## config.mk

```make
export PLATFORM = sky130hd
export DESIGN_NAME = gauss_skew_feeder
export DESIGN_NICKNAME = d
export VERILOG_FILES = /design/src/rtl/gauss_skew_feeder.sv
export SDC_FILE = /design/constraint.sdc
export NUM_CORES = 1
export LEC_CHECK = 0
export BUFFER_PORTS_ARGS = -buffer_cell sky130_fd_sc_hd__buf_4
export CAP_MARGIN = 20
export CORE_MARGIN = 5
export CORE_UTILIZATION = 50
export DETAILED_ROUTE_END_ITERATION = 10
export GPL_TIMING_DRIVEN = 0
export PLACE_DENSITY = 0.71
export SLEW_MARGIN = 10
export SYNTH_ARGS = -nofsm -noshare
export SYNTH_HDL_FRONTEND = slang
export SYNTH_SLANG_ARGS = --single-unit
```

## constraint.sdc

```tcl
create_clock -name clk -period 2.22 [get_ports clk]
set_input_delay 0.666 -clock clk [delete_from_list [all_inputs] [get_ports clk]]
set_output_delay 0.666 -clock clk [all_outputs]
set_load 0.02 [all_outputs]
```

## src/rtl/gauss_skew_feeder.sv

```systemverilog
// -----------------------------------------------------------------------------
// gauss_skew_feeder
//
// Upstream feeder for a triangular Gaussian-elimination systolic array over
// GF(2). An M x N matrix is collected one row per handshake into a local row
// buffer. The buffer is then streamed column-wise with a diagonal skew into the
// top node of each array column: column j sees row i's bit j in stream cycle
// t = i + j.
//
// Ports:
//   clk        rising-edge clock
//   rst        synchronous, active-high reset
//   row_valid  row_data holds a valid matrix row
//   row_data   one matrix row, bit j = column j
//   row_ready  feeder can accept a row this cycle (LOAD state)
//   col_data   skewed bit into the top node of column j (data_in)
//   col_start  start strobe into the top node of column j (start_in)
//   busy       streaming in progress (STREAM state)
//   done       one-cycle pulse after the last skewed bit was issued
//
// Handshake: a row transfers on every rising edge where row_valid && row_ready
// are both high. The source holds row_valid/row_data stable until it sees the
// transfer. row_ready depends only on registered state, never on row_valid.
//
// Every output is decoded from registered state only. No combinational path
// exists from row_valid or row_data to any output.
// -----------------------------------------------------------------------------
module gauss_skew_feeder #(
  parameter int N = 4,
  parameter int M = 4
) (
  input  logic         clk,
  input  logic         rst,
  input  logic         row_valid,
  input  logic [N-1:0] row_data,
  output logic         row_ready,
  output logic [N-1:0] col_data,
  output logic [N-1:0] col_start,
  output logic         busy,
  output logic         done
);

  // Stream counter covers t = 0 .. M+N-2. It is cleared on every LOAD entry,
  // so it never wraps.
  localparam int TW = $clog2(M + N);
  // Row counter width. It is kept at least one bit wide so that M = 1 still
  // elaborates.
  localparam int RW = (M > 1) ? $clog2(M) : 1;

  localparam logic [1:0] ST_LOAD   = 2'd0;
  localparam logic [1:0] ST_STREAM = 2'd1;
  localparam logic [1:0] ST_DONE   = 2'd2;

  logic [1:0]    state_q, state_d;
  logic [TW-1:0] t_q, t_d;
  logic [RW-1:0] row_cnt_q, row_cnt_d;
  logic [N-1:0]  buffer_q [M];
  logic [N-1:0]  buffer_d [M];

  // ---------------------------------------------------------------------------
  // Next-state logic
  // ---------------------------------------------------------------------------
  always_comb begin
    state_d   = state_q;
    t_d       = t_q;
    row_cnt_d = row_cnt_q;
    buffer_d  = buffer_q;
    case (state_q)
      ST_LOAD: begin
        if (row_valid) begin
          buffer_d[row_cnt_q] = row_data;
          if (row_cnt_q == RW'(M - 1)) begin
            row_cnt_d = '0;
            t_d       = '0;
            state_d   = ST_STREAM;
          end else begin
            row_cnt_d = row_cnt_q + 1'b1;
          end
        end
      end
      ST_STREAM: begin
        if (t_q == TW'(M + N - 2)) begin
          t_d     = '0;
          state_d = ST_DONE;
        end else begin
          t_d = t_q + 1'b1;
        end
      end
      ST_DONE: begin
        // The buffer is left alone. Rows are simply overwritten by the next job.
        t_d     = '0;
        state_d = ST_LOAD;
      end
      default: begin
        t_d       = '0;
        row_cnt_d = '0;
        state_d   = ST_LOAD;
      end
    endcase
  end

  // ---------------------------------------------------------------------------
  // State registers. Reset wins over a simultaneous row_valid.
  // ---------------------------------------------------------------------------
  always_ff @(posedge clk) begin
    if (rst) begin
      state_q   <= ST_LOAD;
      t_q       <= '0;
      row_cnt_q <= '0;
      for (int i = 0; i < M; i++) begin
        buffer_q[i] <= '0;
      end
    end else begin
      state_q   <= state_d;
      t_q       <= t_d;
      row_cnt_q <= row_cnt_d;
      for (int i = 0; i < M; i++) begin
        buffer_q[i] <= buffer_d[i];
      end
    end
  end

  // ---------------------------------------------------------------------------
  // Output decode
  // ---------------------------------------------------------------------------
  always_comb begin
    row_ready = (state_q == ST_LOAD);
    busy      = (state_q == ST_STREAM);
    done      = (state_q == ST_DONE);
    col_data  = '0;
    col_start = '0;
    if (state_q == ST_STREAM) begin
      for (int j = 0; j < N; j++) begin
        // The start strobe lines up with row 0 reaching column j.
        col_start[j] = (t_q == TW'(j));
        // Diagonal skew: row i reaches column j at t = i + j. Outside the
        // window 0 <= t-j <= M-1, no row matches and the bit stays 0.
        for (int i = 0; i < M; i++) begin
          if (int'(t_q) == i + j) begin
            col_data[j] = buffer_q[i][j];
          end
        end
      end
    end
  end

endmodule
```

==> results_dict.tcl <==
set metrics [dict create \
    wl_um 2975 \
    synth_area_mm2 0.001289 \
    fmax_mhz 414.0 \
    finalSetupViolations 4 \
    hold_slack_ns 0.5157 \
    synth_warnings 0 \
    ys.flop_type "dfxtp_1" \
    vias 1082 \
    gp_routability_congestion 0.7573 \
    clockBufferDepth 2 \
    synth-edff-count 0 \
    drive_above_1_share_pct 27.98 \
    worst_slew_pin_slew_ns 0.5447 \
    hold_path_class "register to register" \
    track_usage_pct 17.93 \
    drv_slew 0 \
    slew_headroom_pct 63.69 \
    viasPerCell 5.465 \
    final_nets 186 \
    netlist_top_cells_area "dfxtp_1, mux2i_1, ha_1" \
    multi_input_comb_area_um2 810.8 \
    syn2layout_area_growth_pct 24.56 \
    yosysSeqAreaShare_pct 35.73 \
    ys_types 33 \
    numCtsBuffers 3 \
    cp_data_arrival_time_ns 1.75 \
    timing.final.crit_share_pct 108.8 \
    grt_max_degree 13 \
    synth_area_leader_cell "dfxtp_1" \
    cpPeakStageDelay_ns 0.37 \
    crit_type "register to primary output" \
    htreeDepth 1 \
    fin_skew_ns 0.0008131 \
    maxCapViolCount 0 \
    dieHeight_um 60.77 \
    critPathRequiredTime_ns 1.55 \
    crit_fanout 4 \
    first_global_vias 1084 \
    drc 0 \
    initial_utilization_pct 52.02 \
    insertion_delay_ns 0.32 \
    gr-total-overflow 0 \
    violations "negative setup slack" \
    dp_cells 189 \
    diodes 0 \
    rows 18 \
    regArea_um2 467.9 \
    status "finished, violations left" \
    crit_family "flip-flops" \
    r2r-start "state_q[0]$_SDFFE_PP0P_" \
    final_cells 198 \
    crit_slowest_cell "dfxtp_4" \
    setup_ws_ns -0.1957 \
    ir_drop_v 0.0005457 \
    drt_iter0_markers 45 \
    synth_top_area_share_pct 35.73 \
    endpoint_kind "primary output" \
    async_reset_ff_share_pct 0 \
    die_area_mm2 0.003693 \
    root_buffer "clkbuf_4" \
    wl_per_cell_um 15.03 \
    netlist_instances 143 \
    firstDrtPassIters 4 \
    fillers 216 \
    clk_pin_slew_ns 0.13 \
    min_from "buffer_q[9]$_SDFFE_PP0P_" \
    crit_path_start "t_q[0]$_SDFFE_PP0P_" \
    core_area_mm2 0.002477 \
    cts_sinks 23 \
    port_buffers 16 \
    grt_pass1_wl_um 4864 \
    path_buf_inv 2 \
    cts_tree "yes" \
    antenna_found_initial 0 \
    syn-num-nets 160 \
    rsz0062_at_grt "true" \
    p_leak_nw 0.7356 \
    power.density_mw_per_mm2 622.6 \
    die_w_um 60.77 \
    hold_viol_final 0 \
    cp_cell_sequence "buf_8, and2_4, ha_4, a221o_2, and3_4, buf_6" \
    drtAntennaViolNets 0 \
    dp_hpwl_um 2065 \
    finalCriticalPeriod_ns 2.416 \
    syn_avg_cell_area_um2 9.012 \
    ys_seq_elements 23 \
    critPathLaunchType "register" \
    io_pins 18 \
]
[timing repair]
action,in CTS,in global routing
buffers inserted,6,0
gates resized for setup,23,7
endpoints found under the setup margin,8,8
hold buffers,0,0
pin swaps,3,3
[Yosys cell counts (all sizes together) (2+ instances only)]
cell	n
and2	2
a31oi	2
buf	4
nand4b	3
dfxtp	23
clkbuf	4
o21ai	8
and3b	3
nor2b	4
and3	3
mux2i	20
nand2b	4
ha	10
a21oi	6
nor2	17
nand3	7
nand2	6
o211ai	2
inv	5
[sequential cells by signal, summed over array words and instances, names as in the netlist]
signal,cells
row_cnt_q,2
state_q,2
t_q,3
buffer_q,16
[worst paths after layout]
path,end,slack [ns],depth (start not counted)
worst max-delay path,col_data[2],-0.20,6
worst min-delay path,buffer_q[9]$_SDFFE_PP0P_,0.52,2
worst max register to register,state_q[1]$_SDFFE_PP0P_,0.63,6
worst min register to register,buffer_q[9]$_SDFFE_PP0P_,0.52,2
[routing by layer]
layer  share of wire (%)  wire length, um  vias up  global-route usage (%)
met5                   0                0        -                       0
met4                 1.7               52        0                   7.740
met3                 3.6              106        4                   2.766
met2                  49             1471       20                   29.31
met1                  45             1345      510                   23.39
li1                    -                -      548                       -
[layout make-up]
cell class | count | area share (%)
sequential | 23 | 29.15
inverter | 5 | 1.481
tap | 30 | 2.338
buffer | 7 | 3.663
timing repair buffer | 22 | 11.22
multi-input combinational | 107 | 50.51
clock buffer | 4 | 1.637
[cells in the final DEF (no fill, tap or decap), drive strengths merged]
cell     count
a21oi        6
a221o        1
or4          1
mux2i       20
nor2b        4
nand4b       3
nor3         1
dfxtp       23
clkbuf       6
a2bb2oi      1
or4b         1
inv          5
buf         27
and3         3
nor3b        1
nor2        17
nand2b       4
nand3b       1
nand2        6
and3b        3
a21bo        1
o21ai        8
nand3        7
or3b         1
and2         2
a31oi        2
a21boi       1
ha          10
o211ai       2
[kinds of logic after synthesis]
group | Yosys count | synth area share (%)
muxes | 20 | 15.53
AOI/OAI and AO/OA | 22 | 10.49
adders and majority gates | 10 | 9.709
and+or+nand+nor | 55 | 23.59
DFF | 23 | 35.73
buffers and inverters | 13 | 4.951
[worst register-to-register path, delay by kind of cell (launching register included)]
family                   cells  cell delay [ns]
AO/OA/AOI/OAI                2             0.44
flip-flops                   1             0.40
buffers and inverters        2             0.27
adder cells (fa/ha/maj)      1             0.22
multiplexers                 1             0.21
[per-stage QoR]
stage	utilization [%]	instance area, um^2	setup TNS (ns)	worst slack, ns	power [mW]
after floorplan	-	1291	0	0.002781	0.7145
after global placement	58.48	1449	-0.2267	-0.2267	0.7802
after detailed placement	58.48	1449	-0.2474	-0.2474	0.7956
after CTS	64.24	1592	-0.7522	-0.2353	1.003
after global routing	64.80	1605	-0.8024	-0.2304	1.061
final	64.80	1605	-0.5984	-0.1957	0.9995
[power by group]
group          internal [mW]  total, mW  switching (mW)  leakage [nW]
sequential             0.463      0.501          0.0383         0.189
clock                 0.0704      0.200           0.130        0.0150
combinational          0.138      0.298           0.160         0.532
Power figures use the tool's default switching activity.
